==> src/rtl/pc_seq.sv <==
// Program-sequencing unit: PC register, incrementer, jump/call/return mux and return stack.
// Define PC_SEQ_CIRC_EN to let a call on a full stack overwrite the oldest entry instead of dropping it.
module pc_seq #(
    parameter int          PC_W      = 10,
    parameter int          DEPTH     = 8,
    parameter int unsigned RESET_VEC = 0
) (
    input  logic                     clk,
    input  logic                     reset,
    input  logic                     stall,
    input  logic                     jump,
    input  logic                     call,
    input  logic                     ret,
    input  logic [PC_W-1:0]          target,
    output logic [PC_W-1:0]          pc,
    output logic [PC_W-1:0]          tos,
    output logic [$clog2(DEPTH):0]   depth,
    output logic                     full,
    output logic                     empty,
    output logic                     ovf_err,
    output logic                     unf_err
);

    localparam int AW = $clog2(DEPTH);
    localparam int DW = AW + 1;

    logic [PC_W-1:0] mem [DEPTH];
    logic [PC_W-1:0] pc_q, pc_nxt, pc_inc, tos_val;
    logic [AW-1:0]   head_q, head_nxt, top_idx, wr_idx;
    logic [DW-1:0]   depth_q, depth_nxt;
    logic            ovf_q, ovf_nxt, unf_q, unf_nxt;
    logic            wr_en;
    logic            is_empty, is_full;

    assign pc_inc   = pc_q + 1'b1;
    assign top_idx  = head_q - 1'b1;
    assign is_empty = (depth_q == '0);
    assign is_full  = (depth_q == DW'(DEPTH));
    assign tos_val  = is_empty ? '0 : mem[top_idx];

    // Command decode; the write data is always the return address pc+1.
    always_comb begin
        pc_nxt    = pc_q;
        head_nxt  = head_q;
        depth_nxt = depth_q;
        wr_en     = 1'b0;
        wr_idx    = head_q;
        ovf_nxt   = ovf_q;
        unf_nxt   = unf_q;
        if (!stall) begin
            if (call && ret && !is_empty) begin
                // Swap: replace the top entry in place, depth unchanged.
                pc_nxt = tos_val;
                wr_en  = 1'b1;
                wr_idx = top_idx;
            end else if (ret && !call) begin
                if (!is_empty) begin
                    pc_nxt    = tos_val;
                    head_nxt  = top_idx;
                    depth_nxt = depth_q - DW'(1);
                end else begin
                    pc_nxt  = pc_inc;
                    unf_nxt = 1'b1;
                end
            end else if (call) begin
                pc_nxt = target;
                if (!is_full) begin
                    wr_en     = 1'b1;
                    head_nxt  = head_q + 1'b1;
                    depth_nxt = depth_q + DW'(1);
                end else begin
`ifdef PC_SEQ_CIRC_EN
                    // When full, head points at the oldest entry.
                    wr_en    = 1'b1;
                    head_nxt = head_q + 1'b1;
`else
                    ovf_nxt  = 1'b1;
`endif
                end
            end else if (jump) begin
                pc_nxt = target;
            end else begin
                pc_nxt = pc_inc;
            end
        end
    end

    always_ff @(posedge clk or negedge reset) begin
        if (!reset) begin
            pc_q    <= PC_W'(RESET_VEC);
            head_q  <= '0;
            depth_q <= '0;
            ovf_q   <= 1'b0;
            unf_q   <= 1'b0;
            for (int i = 0; i < DEPTH; i++) begin
                mem[i] <= '0;
            end
        end else begin
            pc_q    <= pc_nxt;
            head_q  <= head_nxt;
            depth_q <= depth_nxt;
            ovf_q   <= ovf_nxt;
            unf_q   <= unf_nxt;
            if (wr_en) begin
                mem[wr_idx] <= pc_inc;
            end
        end
    end

    assign pc      = pc_q;
    assign tos     = tos_val;
    assign depth   = depth_q;
    assign full    = is_full;
    assign empty   = is_empty;
    assign ovf_err = ovf_q;
    assign unf_err = unf_q;

endmodule

==> config.mk <==
export PLATFORM = sky130hd
export DESIGN_NAME = pc_seq
export DESIGN_NICKNAME = d
export VERILOG_FILES = /design/src/rtl/pc_seq.sv
export SDC_FILE = /design/constraint.sdc
export NUM_CORES = 1
export LEC_CHECK = 0
export CAP_MARGIN = 20
export CELL_PAD_IN_SITES_DETAIL_PLACEMENT = 0
export CELL_PAD_IN_SITES_GLOBAL_PLACEMENT = 1
export CORE_MARGIN = 8
export CORE_UTILIZATION = 50
export CTS_CLUSTER_SIZE = 20
export DETAILED_ROUTE_END_ITERATION = 6
export DONT_BUFFER_PORTS = 1
export GPL_ROUTABILITY_DRIVEN = 0
export PLACE_DENSITY_LB_ADDON = 0.05
export REMOVE_ABC_BUFFERS = 1
export SYNTH_ARGS = -nofsm -noshare
export SYNTH_HDL_FRONTEND = slang
export SYNTH_SLANG_ARGS = --single-unit
==> constraint.sdc <==
create_clock -name clk -period 8.9 [get_ports clk]
set_input_delay 1.78 -clock clk [delete_from_list [all_inputs] [get_ports clk]]
set_output_delay 1.78 -clock clk [all_outputs]
set_load 0.05 [all_outputs]
==> metrics.md, run 1 <==
| Metric | Value |
|---|---|
| Largest net degree at the start of global routing | 100 |
| CP most frequent cell | buf_4 |
| Hold-fix buffers, CTS | 0 |
| PortBufs | 0 |
| Most frequent cells in the layout | dfrtp_1 (99), nand2_1 (45), mux2_2 (42) |
| GRT busiest layer | met2 |
| First-pass GRT wire length | 23,100 um |
| Sequential area share after synthesis | 47.1% |
| Final setup viols | 0 |
| Die W | 119 um |
| Crit path launch type | register |
| Setup crit end kind | output pin |
| Cells after Synth | 498 |
| Cell Rows | 37 |
| Met3 Use GR | 8.23% |
| Post-DR wirelength/cell | 23.3 um |
| Pre-antenna DRT Iters | 5 |
| Met1 usage in global routing | 26.2% |
| Critical Path RT | 7120 ps |
| Most common cell after layout, fill and taps aside | dfrtp_1 |
| Max Slew Vio Count | 0 |
| Clock Skews | 14.4 ps |
| Fin util | 54.0% |
| Status | completed |
| Worst Path Max Fanout | 29 |
| Slew HR | 24.5% |
| Clock-pin slew on the worst setup and hold paths | 100 ps |
| Post-DP HPWL | 9530 um |
| Post-synthesis cell type count | 55 |
| Layout cell share with drive strength beyond 1 | 17.8% |
| Warning count from the yosys run | 0 |
| Num Clock Sinks | 99 |
| Count of final hold-check violations | 0 |
| Dpl cell area | 5360 um2 |
| CTS tree | done |
| Total GRT Usage | 21.8% |
| Number of global-route vias before repair | 3,849 |
| CP arrival | 3830 ps |
| # Post-CTS Setup Buffers | 0 |
| Share of the synthesized area in the top cell type | 47.1% |
| Area growth from synthesis to layout | 5.52% |
| Deepest clock path buffer count | 2 |
| Flops & latches, synth | 99 |
| Crit-path cells | buf_4, inv_1, ha_2, buf_4, mux4_2, nand2_1, a21oi_1 |
| Avg Synthesized Cell Area | 10.6 um2 |
| RSZ-0062 raised after global routing | false |
| Worst path slowest cell | a21oi_1 |
| Die Ht | 119 um |
| Number of synthesized flops with an enable pin | 0 |
| Initial Util | 51.2% |
| Initial antenna violation count | 1 |
| Critical setup path kind | reg -> out |
| Drt via density | 6.15 |
| Fin worst setup slack | 3290 ps |
| Final setup TNS | 0 ps |
| N_diodes | 0 |
| Total CTS buffers | 9 |
| Cts repair resizes | 0 |
| Mapped cell area | 5260 um2 |
| DRC | 0 |
| H-tree depth | 3 |
| Dpl ws | 3710 ps |
| Post-Route WL | 14,700 um |
| Root Driver | clkbuf_8 |
| Actual slew at the worst max-slew pin | 1130 ps |
| Overflow left after global routing | 0 |
| Buf+Inv Stages, Crit Path | 3 |
| Fin crit share | 63.1% |
| Final nets | 511 |
| Hold Crit Class | reg -> reg |
| Core Area | 10,300 um2 |
| Clock latency on the worst-skew pair | 390 ps |
| Peak Freq | 178 MHz |
| Async SR Flop Fraction | 100% |
| Ports | 44 |
| Max-Cap Viols | 0 |
| M2 GR Usage | 34.4% |
| Synth top area cells | dfrtp_1 (47%), mux2_2 (9.0%), mux2i_1 (5.0%) |
| Ys flop type | dfrtp_1 |
| Initial DRC count | 268 |
| Die Area | 14,100 um2 |
| Via count | 3,876 |
| Worst path max stage delay | 900 ps |
| Delay-heaviest family, CP | buffers and inverters |
| Finished Cell Area | 5550 um2 |
| Tmin final | 5610 ps |
| Routed Antenna Nets | 0 |
| Largest area contributor in the netlist | dfrtp_1 |
==> flip-flops by register name (all words and copies together) (netlist names) <==
name and cells:
mem 80, ovf_err 1, unf_err 1, pc 10, head_q 3, depth 4
==> area by class of cell <==
| type | count | area [um2] |
|---|---|---|
| fillers | 923 | 4730 |
| inverters | 20 | 75.1 |
| clock inverters | 4 | 25.0 |
| repair buffers | 9 | 63.8 |
| multi-input cells | 350 | 2580 |
| clock buffers | 12 | 155 |
| well taps | 136 | 170 |
| flip-flops and latches | 99 | 2480 |
==> routing by layer <==
layer,wire (um),up-vias
li1,-,1781
met1,6060,1941
met3,1190,36
met4,450,2
met5,10,-
met2,6980,116
==> cell usage after synthesis, types with 2 or more instances <==
cell type  instances
dfrtp_1           99
nand2_1           45
mux2_2            42
a21oi_1           39
nor2_1            32
o21ai_0           32
mux2i_1           26
nand3_1           22
inv_1             19
clkbuf_1          14
xnor2_1           13
buf_2             11
nor3_1            11
mux4_2            10
a31oi_1            8
and4_1             5
ha_1               5
a21o_1             4
a221oi_1           4
or3_1              4
xor2_1             4
o31ai_1            3
a221oi_4           2
a22o_1             2
a311oi_1           2
and2_1             2
and3_1             2
buf_1              2
nand2b_1           2
nand4_1            2
nor2_2             2
nor2b_1            2
nor4_1             2
o221ai_2           2
or2_2              2
==> cell families after synthesis <==
| logic type | share of synthesized area [%] |
|---|---|
| muxes | 18.2 |
| adders and majority gates | 1.57 |
| and+or+nand+nor | 12.3 |
| xor gates and xnor gates | 2.83 |
| AOI/OAI and AO/OA | 14.0 |
| buffers and inverters | 3.97 |
| DFF | 47.1 |
==> metrics by stage <==
step	std cells	hold WS (ps)
finish	630	484
global route	630	513
CTS	628	487
detailed placement	612	463
global placement	612	455
floorplan	469	442
==> worst paths after layout <==
path                            startpoint       to  slack, ps  depth (start not counted)
worst max-delay path             head_q[0]   tos[2]       3290                          7
worst min register to register     mem[46]  mem[46]        480                          2
min in group asynchronous            reset  mem[42]       1080                          0
worst max register to register   head_q[0]    pc[2]       4950                          9
max in group asynchronous            reset  mem[21]       7660                          0
worst min-delay path               mem[46]  mem[46]        480                          2
==> worst register-to-register path: stages (launching register included) <==
cell and delay, ps:
dfrtp_1 330, buf_4 390, inv_1 340, ha_2 770, buf_4 400, mux4_2 250, nand2_1 50, a21oi_1 900
nor3_1 150, a221oi_1 260
Power of run 1 is not shown: default switching activity piles up to over one toggle a cycle in this logic, so the estimate is an artifact.
==> run 2: changes to the inputs <==
clock period = 5.3 ns   (was 8.9 ns; I/O delays follow)
==> metrics.md, run 2 (synthesized netlist as in run 1, its figures left out) <==
| Metric | Value |
|---|---|
| Status | completed |
| Most frequent cells in the layout | dfrtp_1 (99), nand2_1 (45), mux2_2 (42) |
| Total GRT Usage | 21.1% (-0.70 points) |
| Reg2reg start | head_q[0] |
| CTS tree | done |
| Crit-path cells | inv_1, ha_2, buf_4, nor2b_1, a2111oi_0, a31oi_1, and4_1, buf_4 |
| Num Clock Sinks | 99 (unchanged) |
| Layout cell share with drive strength beyond 1 | 18.3% (+0.50 points) |
| Biggest register | mem |
| Drt via density | 6.05 (-1.7%) |
| Post-DR wirelength/cell | 22.8 um (-2.4%) |
| Max Slew Vio Count | 0 (unchanged) |
| Initial DRC count | 211 (-21%) |
| Final setup viols | 0 (unchanged) |
| Overflow left after global routing | 0 (unchanged) |
| Ports | 44 (unchanged) |
| Die Ht | 119 um (unchanged) |
| First-pass GRT wire length | 22,600 um (-2.0%) |
| Slew HR | 23.3% (-1.2 points) |
| Via count | 3,830 (-1.2%) |
| DRC | 0 (unchanged) |
| Fin worst setup slack | 1180 ps (-2100 ps) |
| Critical Path RT | 4240 ps (-2880 ps) |
| Buf+Inv Stages, Crit Path | 3 (unchanged) |
| Number of global-route vias before repair | 3,888 (+1.0%) |
| Setup crit end kind | output pin |
| Dpl ws | 1620 ps (-2100 ps) |
| Final nets | 514 (+0.59%) |
| Cts repair resizes | 0 (unchanged) |
| Max reg flops | 80 (unchanged) |
| Clock-pin slew on the worst setup and hold paths | 90 ps (about the same) |
| RSZ-0062 raised after global routing | false |
| Area growth from synthesis to layout | 5.85% |
| Post-Route WL | 14,400 um (-1.9%) |
| Hold-fix buffers, CTS | 0 (unchanged) |
| Die W | 119 um (unchanged) |
| Fillers | 959 (+3.9%) |
| Pre-antenna DRT Iters | 4 (-1) |
| Initial Util | 51.2% (unchanged) |
| Routed Antenna Nets | 0 (unchanged) |
| Hold Crit Class | in -> async |
| N_diodes | 0 (unchanged) |
| Clock Skews | 10.8 ps (-3.63 ps) |
| Deepest clock path buffer count | 2 (unchanged) |
| Initial antenna violation count | 1 (unchanged) |
| Worst Path Max Fanout | 16 (-45%) |
| Worst path max stage delay | 610 ps (-290 ps) |
| Final setup TNS | 0 ps (unchanged) |
| Total CTS buffers | 9 (unchanged) |
| Fin crit share | 77.7% |
| Delay-heaviest family, CP | buffers and inverters |
| # Post-CTS Setup Buffers | 0 (unchanged) |
| Clock latency on the worst-skew pair | 380 ps (about the same) |
| Core Area | 10,300 um2 (unchanged) |
| Peak Freq | 243 MHz |
| CP most frequent cell | buf_4 |
| Tmin final | 4120 ps |
| Worst path slowest cell | ha_2 |
| Max-Cap Viols | 0 (unchanged) |
| Largest net degree at the start of global routing | 100 (unchanged) |
| H-tree depth | 3 (unchanged) |
| Die Area | 14,100 um2 (unchanged) |
| CP arrival | 3060 ps (-770 ps) |
| Most common cell after layout, fill and taps aside | dfrtp_1 |
| Count of final hold-check violations | 0 (unchanged) |
| Root Driver | clkbuf_8 |
| PortBufs | 0 (unchanged) |
| Actual slew at the worst max-slew pin | 1150 ps (+17.3 ps) |
| Post-DP HPWL | 9580 um (+0.53%) |
| Critical setup path kind | reg -> out |
| Crit path launch type | register |
| Crit. Startpoint | head_q[0] |
| Cell Rows | 37 (unchanged) |
run 2: layer usage:
layer | track usage (%) | part of all wire [%]
met1 | 25.8 | 44
met2 | 34.8 | 49
met3 | 6.85 | 6.3
met4 | 6.25 | 1.5
met5 | 0 | 0.069
run 2: final timing paths:
check | to | slack, ps | depth (start not counted)
min in group clk | mem[43] | 490 | 2
max | tos[6] | 1180 | 8
min reg2reg | mem[43] | 490 | 2
max reg2reg | mem[61] | 1890 | 6
min | mem[7] | 360 | 0
max in group asynchronous | mem[33] | 4730 | 0
run 2: area by class of cell:
type	instances	area, um2	share of cell area (%)
Multi-Input combinational cell	350	2580	46.4
Inverter	20	75.1	1.35
Clock buffer	12	145	2.61
Clock inverter	4	26.3	0.472
Timing Repair Buffer	12	90.1	1.62
Tap cell	136	170	3.06
Sequential cell	99	2480	44.5
run 2: metrics by stage:
stage	utilization, %	hold WS (ps)	cells	instance area (um2)
after floorplan	-	442	469	5120
after global placement	52.5	461	617	5390
after detailed placement	52.5	469	617	5390
after CTS	54.2	339	633	5570
after global routing	54.2	332	633	5570
final	54.2	363	633	5570
Power of run 2 is left out for the same reason.
==> run 3: changes to the inputs <==
CORE_UTILIZATION = 46   (was 50)
clock period = 3.4 ns   (was 5.3 ns; I/O delays follow)
==> metrics.md, run 3 (synthesized netlist as in run 1, its figures left out) <==
| Metric | Value |
|---|---|
| Drt via density | 5.92 (-2.1%) |
| Largest net degree at the start of global routing | 100 (unchanged) |
| Num Clock Sinks | 99 (unchanged) |
| Post-Route WL | 15,200 um (+5.6%) |
| Layout cell share with drive strength beyond 1 | 22.2% (+3.9 points) |
| Buf+Inv Stages, Crit Path | 3 (unchanged) |
| Crit-path cells | nor3_1, nand2b_1, inv_1, buf_4, a21oi_1, buf_4 |
| Peak Freq | 319 MHz |
| Pre-antenna DRT Iters | 4 (unchanged) |
| Tmin final | 3130 ps |
| Worst path max stage delay | 610 ps (about the same) |
| Delay-heaviest family, CP | buffers and inverters |
| PortBufs | 0 (unchanged) |
| Number of global-route vias before repair | 3,997 (+2.8%) |
| Initial Util | 46.6% (-4.5 points) |
| Total CTS buffers | 9 (unchanged) |
| Setup crit end kind | output pin |
| H-tree depth | 3 (unchanged) |
| Status | completed |
| Actual slew at the worst max-slew pin | 735 ps (-415 ps) |
| Worst path slowest cell | dfrtp_1 |
| First-pass GRT wire length | 23,500 um (+4.0%) |
| CTS tree | done |
| Initial antenna violation count | 1 (unchanged) |
| Most frequent cells in the layout | dfrtp_1 (99), nand2_1 (45), mux2_2 (42) |
| Max-Cap Viols | 0 (unchanged) |
| Final setup viols | 0 (unchanged) |
| Die Ht | 123 um (+3.7%) |
| Worst Path Max Fanout | 8 (-8) |
| RSZ-0062 raised after global routing | false |
| Placed cells | 646 (+4.7%) |
| Die W | 123 um (+3.7%) |
| CP most frequent cell | buf_4 |
| Crit path launch type | register |
| CP arrival | 2450 ps (-610 ps) |
| Die Area | 15,100 um2 (+7.5%) |
| Critical Path RT | 2720 ps (-1520 ps) |
| Biggest register | mem |
| Max reg flops | 80 (unchanged) |
| Fin crit share | 92.2% |
| Slew HR | 51.0% (+28 points) |
| Final std cells w/o fill | 666 (+5.2%) |
| Via count | 3,944 (+3.0%) |
| Root Driver | clkbuf_16 |
| Hold Crit Class | in -> async |
| Post-DR wirelength/cell | 22.9 um (+0.40%) |
| DRC | 0 (unchanged) |
| Total GRT Usage | 21.1% (+0.086 points) |
| Most common cell after layout, fill and taps aside | dfrtp_1 |
| Initial DRC count | 282 (+34%) |
| Max Slew Vio Count | 0 (unchanged) |
| Routed Antenna Nets | 0 (unchanged) |
| Clock-pin slew on the worst setup and hold paths | 70 ps (-20 ps) |
| Critical setup path kind | reg -> out |
| Count of final hold-check violations | 0 (unchanged) |
| Post-DP HPWL | 10,500 um (+9.4%) |
| Cell Rows | 39 (+5.4%) |
| Overflow left after global routing | 0 (unchanged) |
| Clock Skews | 9.44 ps (-1.35 ps) |
| Core Area | 11,300 um2 (+9.7%) |
| Area growth from synthesis to layout | 13.7% |
| Ports | 44 (unchanged) |
| Final nets | 539 (+4.9%) |
| Clock latency on the worst-skew pair | 360 ps (-20 ps) |
| Deepest clock path buffer count | 2 (unchanged) |
[run 3: cell count changes in the layout (fill, tap and decap cells not counted), moves of 2 or more]
cell and change:
inv_6 +2, clkinv_2 -2, clkbuf_8 -9, clkbuf_1 -2, buf_4 +19, buf_12 +3, dlygate4sd3_1 +2, clkbuf_16 +9
[run 3: area by class of cell]
cell class / count / area [um2]
Fill cell: 1026 / 5300
Multi-Input combinational cell: 350 / 2590
Sequential cell: 99 / 2480
Timing Repair Buffer: 37 / 340
Clock buffer: 10 / 239
Tap cell: 143 / 179
Inverter: 20 / 75.1
Clock inverter: 6 / 71.3
Antenna cell: 1 / 2.50
[run 3: final timing paths]
check / cells past startpoint / slack [ps] / endpoint / start
hold / removal: 0 / 20 / mem[27] / reset
min in group clk: 1 / 420 / ovf_err / ret
max in group asynchronous: 1 / 2560 / mem[70] / reset
setup reg to reg: 5 / 300 / mem[55] / depth[0]
hold reg to reg: 2 / 480 / mem[46] / mem[46]
setup / recovery: 6 / 270 / tos[3] / depth[0]
[run 3: what timing repair did]
action                                  4_1_cts  5_1_grt
gates resized for setup                       0        1
hold buffers                                  0        3
setup buffers                                 0        0
endpoints found under the hold margin         0       36
endpoints found under the setup margin        0        1
[run 3: stage by stage]
step	instance area [um2]	TNS [ps]	setup slack, ps	util [%]	hold slack, ps
finish	5980	0	266	53.0	20.1
global route	5980	0	138	53.0	0.128
CTS	5920	0	107	52.5	2.37
detailed placement	5610	0	333	49.7	389
global placement	5610	0	326	49.7	388
floorplan	5120	-27710	-1040	-	384
[run 3: layer usage]
layer / up-vias / wire length [um] / GRT usage [%]
li1: 1845 / - / -
met3: 20 / 1110 / 6.85
met2: 107 / 7210 / 32.9
met5: - / 0 / 0
met4: 0 / 319 / 7.77
met1: 1972 / 6590 / 27.1
Power of run 3 is left out for the same reason.
